### config.mk
export PLATFORM = sky130hd
export DESIGN_NAME = uart_rx_frame_flat
export DESIGN_NICKNAME = d
export VERILOG_FILES = /design/src/rtl/uart_pkg.sv /design/src/rtl/uart_rx_frame_if.sv /design/src/rtl/uart_rx_bit_sampler.sv /design/src/rtl/uart_rx_frame.sv /design/src/flat_wrapper.sv
export SDC_FILE = /design/constraint.sdc
export NUM_CORES = 1
export LEC_CHECK = 0
export CAP_MARGIN = 40
export CORE_ASPECT_RATIO = 1.75
export CORE_MARGIN = 4
export CORE_UTILIZATION = 50
export CTS_CLUSTER_DIAMETER = 80
export DETAILED_ROUTE_END_ITERATION = 7
export DONT_BUFFER_PORTS = 1
export HOLD_SLACK_MARGIN = 0.02
export PLACE_DENSITY_LB_ADDON = 0.1
export SLEW_MARGIN = 40
export SYNTH_ARGS = -nofsm -noshare
export SYNTH_HDL_FRONTEND = slang
export SYNTH_SLANG_ARGS = --single-unit
### constraint.sdc
create_clock -name clk -period 2.1 [get_ports clk]
set_clock_uncertainty 0.2 [all_clocks]
set_input_delay 0.525 -clock clk [delete_from_list [all_inputs] [get_ports clk]]
set_output_delay 0.525 -clock clk [all_outputs]
set_load 0.1 [all_outputs]
### src/rtl/uart_pkg.sv
// uart_pkg: shared oversampling constants, receiver FSM state type and vote helper.
package uart_pkg;
   localparam int OVERSAMPLE = 16;
   localparam logic [3:0] SAMPLE_A = 4'd7;
   localparam logic [3:0] SAMPLE_B = 4'd8;
   localparam logic [3:0] SAMPLE_C = 4'd9;
   localparam logic [3:0] BIT_END = 4'd15;
   typedef enum logic [2:0] {ST_IDLE, ST_START, ST_DATA, ST_PARITY, ST_STOP} rx_state_e;
   function automatic logic majority3(input logic a, input logic b, input logic c);
      return (a & b) | (a & c) | (b & c);
   endfunction
endpackage

### src/rtl/uart_rx_frame_if.sv
// uart_rx_frame_if: line, configuration and holding-register signals of the UART receiver.
interface uart_rx_frame_if;
   logic baud_clock, bit8, parity_en, odd_n_even, rx, read_rx_byte;
   logic [7:0] rx_byte;
   logic rx_data_ready, parity_err, framing_err, overflow, rx_idle;
   modport master (
      output baud_clock, bit8, parity_en, odd_n_even, rx, read_rx_byte,
      input  rx_byte, rx_data_ready, parity_err, framing_err, overflow, rx_idle
   );
   modport slave (
      input  baud_clock, bit8, parity_en, odd_n_even, rx, read_rx_byte,
      output rx_byte, rx_data_ready, parity_err, framing_err, overflow, rx_idle
   );
endinterface

### src/rtl/uart_rx_bit_sampler.sv
// uart_rx_bit_sampler: synchronises rx, counts 16x ticks per bit and majority-votes
// ticks 7/8/9 into one bit decision.
module uart_rx_bit_sampler
   import uart_pkg::*;
#(
   parameter int   SYNC_STAGES   = 2,
   parameter logic RX_IDLE_LEVEL = 1'b1
) (
   input  logic clk,
   input  logic reset,
   input  logic baud_clock,
   input  logic rx,
   input  logic run,
   output logic rx_s,
   output logic bit_val,
   output logic bit_decide,
   output logic bit_end
);
   localparam int CW = $clog2(OVERSAMPLE);
   logic [SYNC_STAGES-1:0] sync_q, sync_d;
   logic [CW-1:0] samp_cnt_q, samp_cnt_d;
   logic samp_a_q, samp_a_d, samp_b_q, samp_b_d;
   always_comb begin
      sync_d = {sync_q[SYNC_STAGES-2:0], rx};
      samp_cnt_d = baud_clock ? (run ? samp_cnt_q + 1'b1 : '0) : samp_cnt_q;
      samp_a_d = (baud_clock && samp_cnt_q == SAMPLE_A) ? rx_s : samp_a_q;
      samp_b_d = (baud_clock && samp_cnt_q == SAMPLE_B) ? rx_s : samp_b_q;
   end
   always_ff @(posedge clk) begin
      if (reset) begin
         sync_q <= {SYNC_STAGES{RX_IDLE_LEVEL}};
         samp_cnt_q <= '0;
         samp_a_q <= 1'b0;
         samp_b_q <= 1'b0;
      end else begin
         sync_q <= sync_d;
         samp_cnt_q <= samp_cnt_d;
         samp_a_q <= samp_a_d;
         samp_b_q <= samp_b_d;
      end
   end
   assign rx_s = sync_q[SYNC_STAGES-1];
   assign bit_val = majority3(samp_a_q, samp_b_q, rx_s);
   assign bit_decide = baud_clock && samp_cnt_q == SAMPLE_C;
   assign bit_end = baud_clock && samp_cnt_q == BIT_END;
endmodule

### src/rtl/uart_rx_frame.sv
// uart_rx_frame: UART receive FSM, shift register, parity check and one-entry
// holding register with ready/error/overflow status.
module uart_rx_frame
   import uart_pkg::*;
#(
   parameter int   SYNC_STAGES   = 2,
   parameter logic RX_IDLE_LEVEL = 1'b1
) (
   input logic            clk,
   input logic            reset,
   uart_rx_frame_if.slave bus
);
   rx_state_e state_q, state_d;
   logic armed_q, armed_d, p_err_q, p_err_d;
   logic bit8_q, bit8_d, par_en_q, par_en_d, odd_q, odd_d;
   logic [2:0] idx_q, idx_d;
   logic [7:0] shreg_q, shreg_d, data_w;
   logic load_q, load_d, ld_pe_q, ld_pe_d, ld_fe_q, ld_fe_d;
   logic [7:0] ld_byte_q, ld_byte_d, rx_byte_q, rx_byte_d;
   logic rdy_q, rdy_d, pe_q, pe_d, fe_q, fe_d, ovf_q, ovf_d;
   logic rx_s, bit_val, bit_decide, bit_end, rd, take;

   uart_rx_bit_sampler #(.SYNC_STAGES(SYNC_STAGES), .RX_IDLE_LEVEL(RX_IDLE_LEVEL)) u_sampler (
      .clk(clk), .reset(reset), .baud_clock(bus.baud_clock), .rx(bus.rx),
      .run(state_d != ST_IDLE), .rx_s(rx_s), .bit_val(bit_val),
      .bit_decide(bit_decide), .bit_end(bit_end)
   );

   // 7-bit frames sit in the top seven shift bits after the last shift
   assign data_w = bit8_q ? shreg_q : {1'b0, shreg_q[7:1]};

   always_comb begin
      state_d = state_q;
      armed_d = armed_q;
      idx_d = idx_q;
      shreg_d = shreg_q;
      p_err_d = p_err_q;
      bit8_d = bit8_q;
      par_en_d = par_en_q;
      odd_d = odd_q;
      load_d = 1'b0;
      ld_byte_d = ld_byte_q;
      ld_pe_d = ld_pe_q;
      ld_fe_d = ld_fe_q;
      case (state_q)
         ST_IDLE: if (bus.baud_clock) begin
            armed_d = armed_q | rx_s;
            if (armed_q && !rx_s) begin
               state_d = ST_START;
               armed_d = 1'b0;
               p_err_d = 1'b0;
               bit8_d = bus.bit8;
               par_en_d = bus.parity_en;
               odd_d = bus.odd_n_even;
            end
         end
         ST_START: begin
            if (bit_decide && bit_val) begin
               state_d = ST_IDLE;
               armed_d = 1'b1;
            end else if (bit_end) begin
               state_d = ST_DATA;
               idx_d = 3'd0;
            end
         end
         ST_DATA: begin
            if (bit_decide) shreg_d = {bit_val, shreg_q[7:1]};
            if (bit_end) begin
               idx_d = idx_q + 3'd1;
               if (idx_q == (bit8_q ? 3'd7 : 3'd6)) state_d = par_en_q ? ST_PARITY : ST_STOP;
            end
         end
         ST_PARITY: begin
            if (bit_decide) p_err_d = bit_val ^ (^data_w) ^ odd_q;
            if (bit_end) state_d = ST_STOP;
         end
         ST_STOP: if (bit_decide) begin
            state_d = ST_IDLE;
            armed_d = bit_val;
            load_d = 1'b1;
            ld_byte_d = data_w;
            ld_pe_d = p_err_q;
            ld_fe_d = ~bit_val;
         end
         default: state_d = ST_IDLE;
      endcase
   end

   // a load only replaces the held byte if it is free or being read this clk
   always_comb begin
      rd = bus.read_rx_byte & rdy_q;
      take = load_q & (~rdy_q | rd);
      rdy_d = take | (rdy_q & ~rd);
      ovf_d = (load_q & ~take) | (ovf_q & ~rd);
      rx_byte_d = take ? ld_byte_q : rx_byte_q;
      pe_d = take ? ld_pe_q : pe_q;
      fe_d = take ? ld_fe_q : fe_q;
   end

   always_ff @(posedge clk) begin
      if (reset) begin
         state_q <= ST_IDLE;
         armed_q <= 1'b0;
         idx_q <= '0;
         shreg_q <= '0;
         p_err_q <= 1'b0;
         bit8_q <= 1'b0;
         par_en_q <= 1'b0;
         odd_q <= 1'b0;
         load_q <= 1'b0;
         ld_byte_q <= '0;
         ld_pe_q <= 1'b0;
         ld_fe_q <= 1'b0;
         rx_byte_q <= '0;
         rdy_q <= 1'b0;
         pe_q <= 1'b0;
         fe_q <= 1'b0;
         ovf_q <= 1'b0;
      end else begin
         state_q <= state_d;
         armed_q <= armed_d;
         idx_q <= idx_d;
         shreg_q <= shreg_d;
         p_err_q <= p_err_d;
         bit8_q <= bit8_d;
         par_en_q <= par_en_d;
         odd_q <= odd_d;
         load_q <= load_d;
         ld_byte_q <= ld_byte_d;
         ld_pe_q <= ld_pe_d;
         ld_fe_q <= ld_fe_d;
         rx_byte_q <= rx_byte_d;
         rdy_q <= rdy_d;
         pe_q <= pe_d;
         fe_q <= fe_d;
         ovf_q <= ovf_d;
      end
   end

   assign bus.rx_byte = rx_byte_q;
   assign bus.rx_data_ready = rdy_q;
   assign bus.parity_err = pe_q;
   assign bus.framing_err = fe_q;
   assign bus.overflow = ovf_q;
   assign bus.rx_idle = state_q == ST_IDLE;
endmodule

### src/flat_wrapper.sv
// flat-port wrapper written by rule: the top's interface ports become plain ports
module uart_rx_frame_flat import uart_pkg::*;
#(
   parameter int   SYNC_STAGES   = 2,
   parameter logic RX_IDLE_LEVEL = 1'b1
)
  (clk, reset, bus_baud_clock, bus_bit8, bus_parity_en, bus_odd_n_even, bus_rx, bus_read_rx_byte, bus_rx_byte, bus_rx_data_ready, bus_parity_err, bus_framing_err, bus_overflow, bus_rx_idle);
  uart_rx_frame_if bus_i ();
  input logic clk;
  input logic reset;
  input wire logic [$bits(bus_i.baud_clock)-1:0] bus_baud_clock;
  input wire logic [$bits(bus_i.bit8)-1:0] bus_bit8;
  input wire logic [$bits(bus_i.parity_en)-1:0] bus_parity_en;
  input wire logic [$bits(bus_i.odd_n_even)-1:0] bus_odd_n_even;
  input wire logic [$bits(bus_i.rx)-1:0] bus_rx;
  input wire logic [$bits(bus_i.read_rx_byte)-1:0] bus_read_rx_byte;
  output wire logic [$bits(bus_i.rx_byte)-1:0] bus_rx_byte;
  output wire logic [$bits(bus_i.rx_data_ready)-1:0] bus_rx_data_ready;
  output wire logic [$bits(bus_i.parity_err)-1:0] bus_parity_err;
  output wire logic [$bits(bus_i.framing_err)-1:0] bus_framing_err;
  output wire logic [$bits(bus_i.overflow)-1:0] bus_overflow;
  output wire logic [$bits(bus_i.rx_idle)-1:0] bus_rx_idle;
  assign bus_i.baud_clock = bus_baud_clock;
  assign bus_i.bit8 = bus_bit8;
  assign bus_i.parity_en = bus_parity_en;
  assign bus_i.odd_n_even = bus_odd_n_even;
  assign bus_i.rx = bus_rx;
  assign bus_i.read_rx_byte = bus_read_rx_byte;
  assign bus_rx_byte = bus_i.rx_byte;
  assign bus_rx_data_ready = bus_i.rx_data_ready;
  assign bus_parity_err = bus_i.parity_err;
  assign bus_framing_err = bus_i.framing_err;
  assign bus_overflow = bus_i.overflow;
  assign bus_rx_idle = bus_i.rx_idle;
  uart_rx_frame #(.SYNC_STAGES(SYNC_STAGES), .RX_IDLE_LEVEL(RX_IDLE_LEVEL)) u_core (.clk(clk), .reset(reset), .bus(bus_i));
endmodule
==> flow_metrics.tcl, run 1 <==
set metrics [dict create \
    outcome "finished clean" \
    synth_compound_area_share_pct 14.9 \
    max_slew_margin_pct 71.6 \
    synth_area_leaders "dfxtp_1, mux2i_1, a21oi_1, nor2_1, nand3_1" \
    hp-class "in2reg" \
    yosys.cell_count.top_type "dfxtp_1" \
    critPathLaunch "u_core.state_q[2]" \
    yosys.area.top_type "dfxtp_1" \
    portBuffers 0 \
    final_layout_size_suffix_gt1_share_pct 14.7 \
    reg2reg_from "u_core.u_sampler.samp_cnt_q[1]" \
    cts.clk_slew.worst_paths_ns 0.09 \
    syn_area_um2 2280 \
    rsz0062_at_grt "false" \
    final_cells 317 \
    synthCells 253 \
    worstSetupStartpointType "register" \
    gp_congestion 0.881 \
    layout_min_cycle_time_ns 2.00 \
    synth-seq-cells 50 \
    worstMarginPinSlew_ns 0.426 \
    fmax_mhz 500 \
    grt_pass1_vias 1735 \
    p_leak_nw 0.978 \
    dr.pass1.iters 4 \
    nNetsFinal 277 \
    ys_seq_area_share_pct 44.0 \
    num_antenna_cells 0 \
    syn_nets 265 \
    die_x_um 59.0 \
    core_um2 4400 \
    synth_fa_ha_area_share_pct 2.69 \
    post_cts_buffers 0 \
    synth_xor_area_share_pct 5.00 \
    crit_required_ns 1.37 \
    path_class "reg2out" \
    globalRouteTotalUtil_pct 17.5 \
    dieArea_um2 5740 \
    final_core_util_pct 57.8 \
    synth_cell_types 45 \
    via_per_inst 5.61 \
    dp.cells 309 \
    cts_root_buffer "clkbuf_8" \
    fin_area_um2 2540 \
    grt_pass1_wl_mm 7.93 \
    antenna_found_initial 0 \
    syn2layout_area_growth_pct 11.8 \
    fin_tns_setup_ns 0 \
    hold_buffers 0 \
    first_iter_violations 51 \
    clk_path_buf_depth 2 \
    syn_avg_cell_area_um2 9.00 \
    synth_top_family_by_area "simple AND/OR/NAND/NOR gates" \
    drt-total-wl_mm 4.50 \
    drv_cap 0 \
    min_period_over_period_pct 95.3 \
    synthSimpleGateAreaFrac_pct 19.8 \
    rows 32 \
    cts_buffers 5 \
    synth_top_area_share_pct 44.0 \
    yosys_warnings 0 \
    route.detailed.drc 0 \
    power_density_nw_per_um2 648 \
    finalHoldViolCount 0 \
    overflow 0 \
    synth_edf_count 0 \
    critPathCaptureType "output pin" \
    nFillCells 429 \
    arrival_ns 1.28 \
    whs_ns 0.0778 \
    initial_core_util_pct 51.7 \
    setup_violations 0 \
    vias 1777 \
    insertion_delay_ns 0.30 \
    dp_hpwl_mm 3.29 \
    cts.htree.levels 2 \
    place_area_um2 2430 \
    grt_max_degree 49 \
    ys_top_cells_by_count "dfxtp_1, nor2_1, a21oi_1" \
    wl_per_cell_um 14.2 \
    crit_fanout 9 \
    synthMuxAreaShare_pct 8.85 \
    synth-async-reset-ratio_pct 0 \
    slew_viol_final 0 \
    cts_resized 0 \
    worstHoldStart "reset" \
    ios 21 \
    synthFlopType "dfxtp_1" \
    cts_tree "yes" \
    antenna_left 0 \
    dieHeight_um 97.3 \
    vdd_drop_max_mv 0.526 \
    clock_sinks 50 \
]
## worst max-delay path: stages (launching register included)
cell     delay, ns
dfxtp_1       0.37
buf_4         0.20
nor3_4        0.16
buf_6         0.24
## cells in the final DEF (no fill, tap or decap), types with 7 or more instances in the layout
cell type	n
nand3_1	19
mux2i_1	19
buf_4	21
xnor2_1	8
a21oi_1	24
nand2_1	17
nor2_1	26
a211oi_1	9
inv_1	7
dfxtp_1	50
## through the flow
step	power [W]	setup slack, ns
after global placement	0.00101	0.245
after CTS	0.00167	0.0350
after global routing	0.00171	0.0331
after detailed placement	0.00101	0.220
final	0.00165	0.0983
after floorplan	0.00102	0.0490
## sequential cells by signal, indices dropped and copies added, names as in the netlist, 2 cells and up
name / count
u_core.u_sampler.sync_q: 2
u_core.ld_byte_q: 8
u_core.u_sampler.samp_cnt_q: 4
u_core.bus.rx_byte: 8
u_core.shreg_q: 8
u_core.state_q: 3
u_core.idx_q: 3
## cells by family (layout without fill, tap and decap cells)
kind of cell / after synthesis / after routing
XOR/XNOR: 13 / 13
flip-flops: 50 / 50
buffers and inverters: 24 / 37
multiplexers: 20 / 20
AO/OA/AOI/OAI: 51 / 51
AND/OR/NAND/NOR: 90 / 90
adder cells (fa/ha/maj): 5 / 5
## report_power, final
part	internal (W)	total, W	switching [W]
Sequential	0.000954	0.000962	0.00000774
Combinational	0.0000140	0.0000261	0.0000122
Clock	0.000357	0.000660	0.000303
## per-layer routing
metal	global-route usage, %	part of all wire, %
met4	12.0	6.0
met5	0	0
met1	19.4	40
met3	3.59	4.2
met2	28.5	50
## final timing paths
check,end,slack (ns),cells past startpoint
min,u_core.u_sampler.samp_cnt_q[3],0.08,1
max reg2reg,u_core.u_sampler.samp_cnt_q[3],0.18,7
min reg2reg,u_core.u_sampler.sync_q[1],0.22,1
max,bus_rx_idle,0.1,3
## layout make-up
class | instances | area, um2 | share of cell area [%]
multi-input combinational | 179 | 1180 | 46.3
sequential | 50 | 1000 | 39.3
timing repair buffer | 22 | 169 | 6.64
clock buffer | 7 | 76.3 | 3.00
tap | 51 | 63.8 | 2.51
clock inverter | 1 | 30.0 | 1.18
inverter | 7 | 26.3 | 1.03
No activity file was read; power rests on OpenSTA's default activity.
==> run 2: changes to the inputs <==
Settings changed: HOLD_SLACK_MARGIN 0.02 to not set.
==> results of run 2 <==
No change in the layout: final DEF, timing and power equal those of run 1.
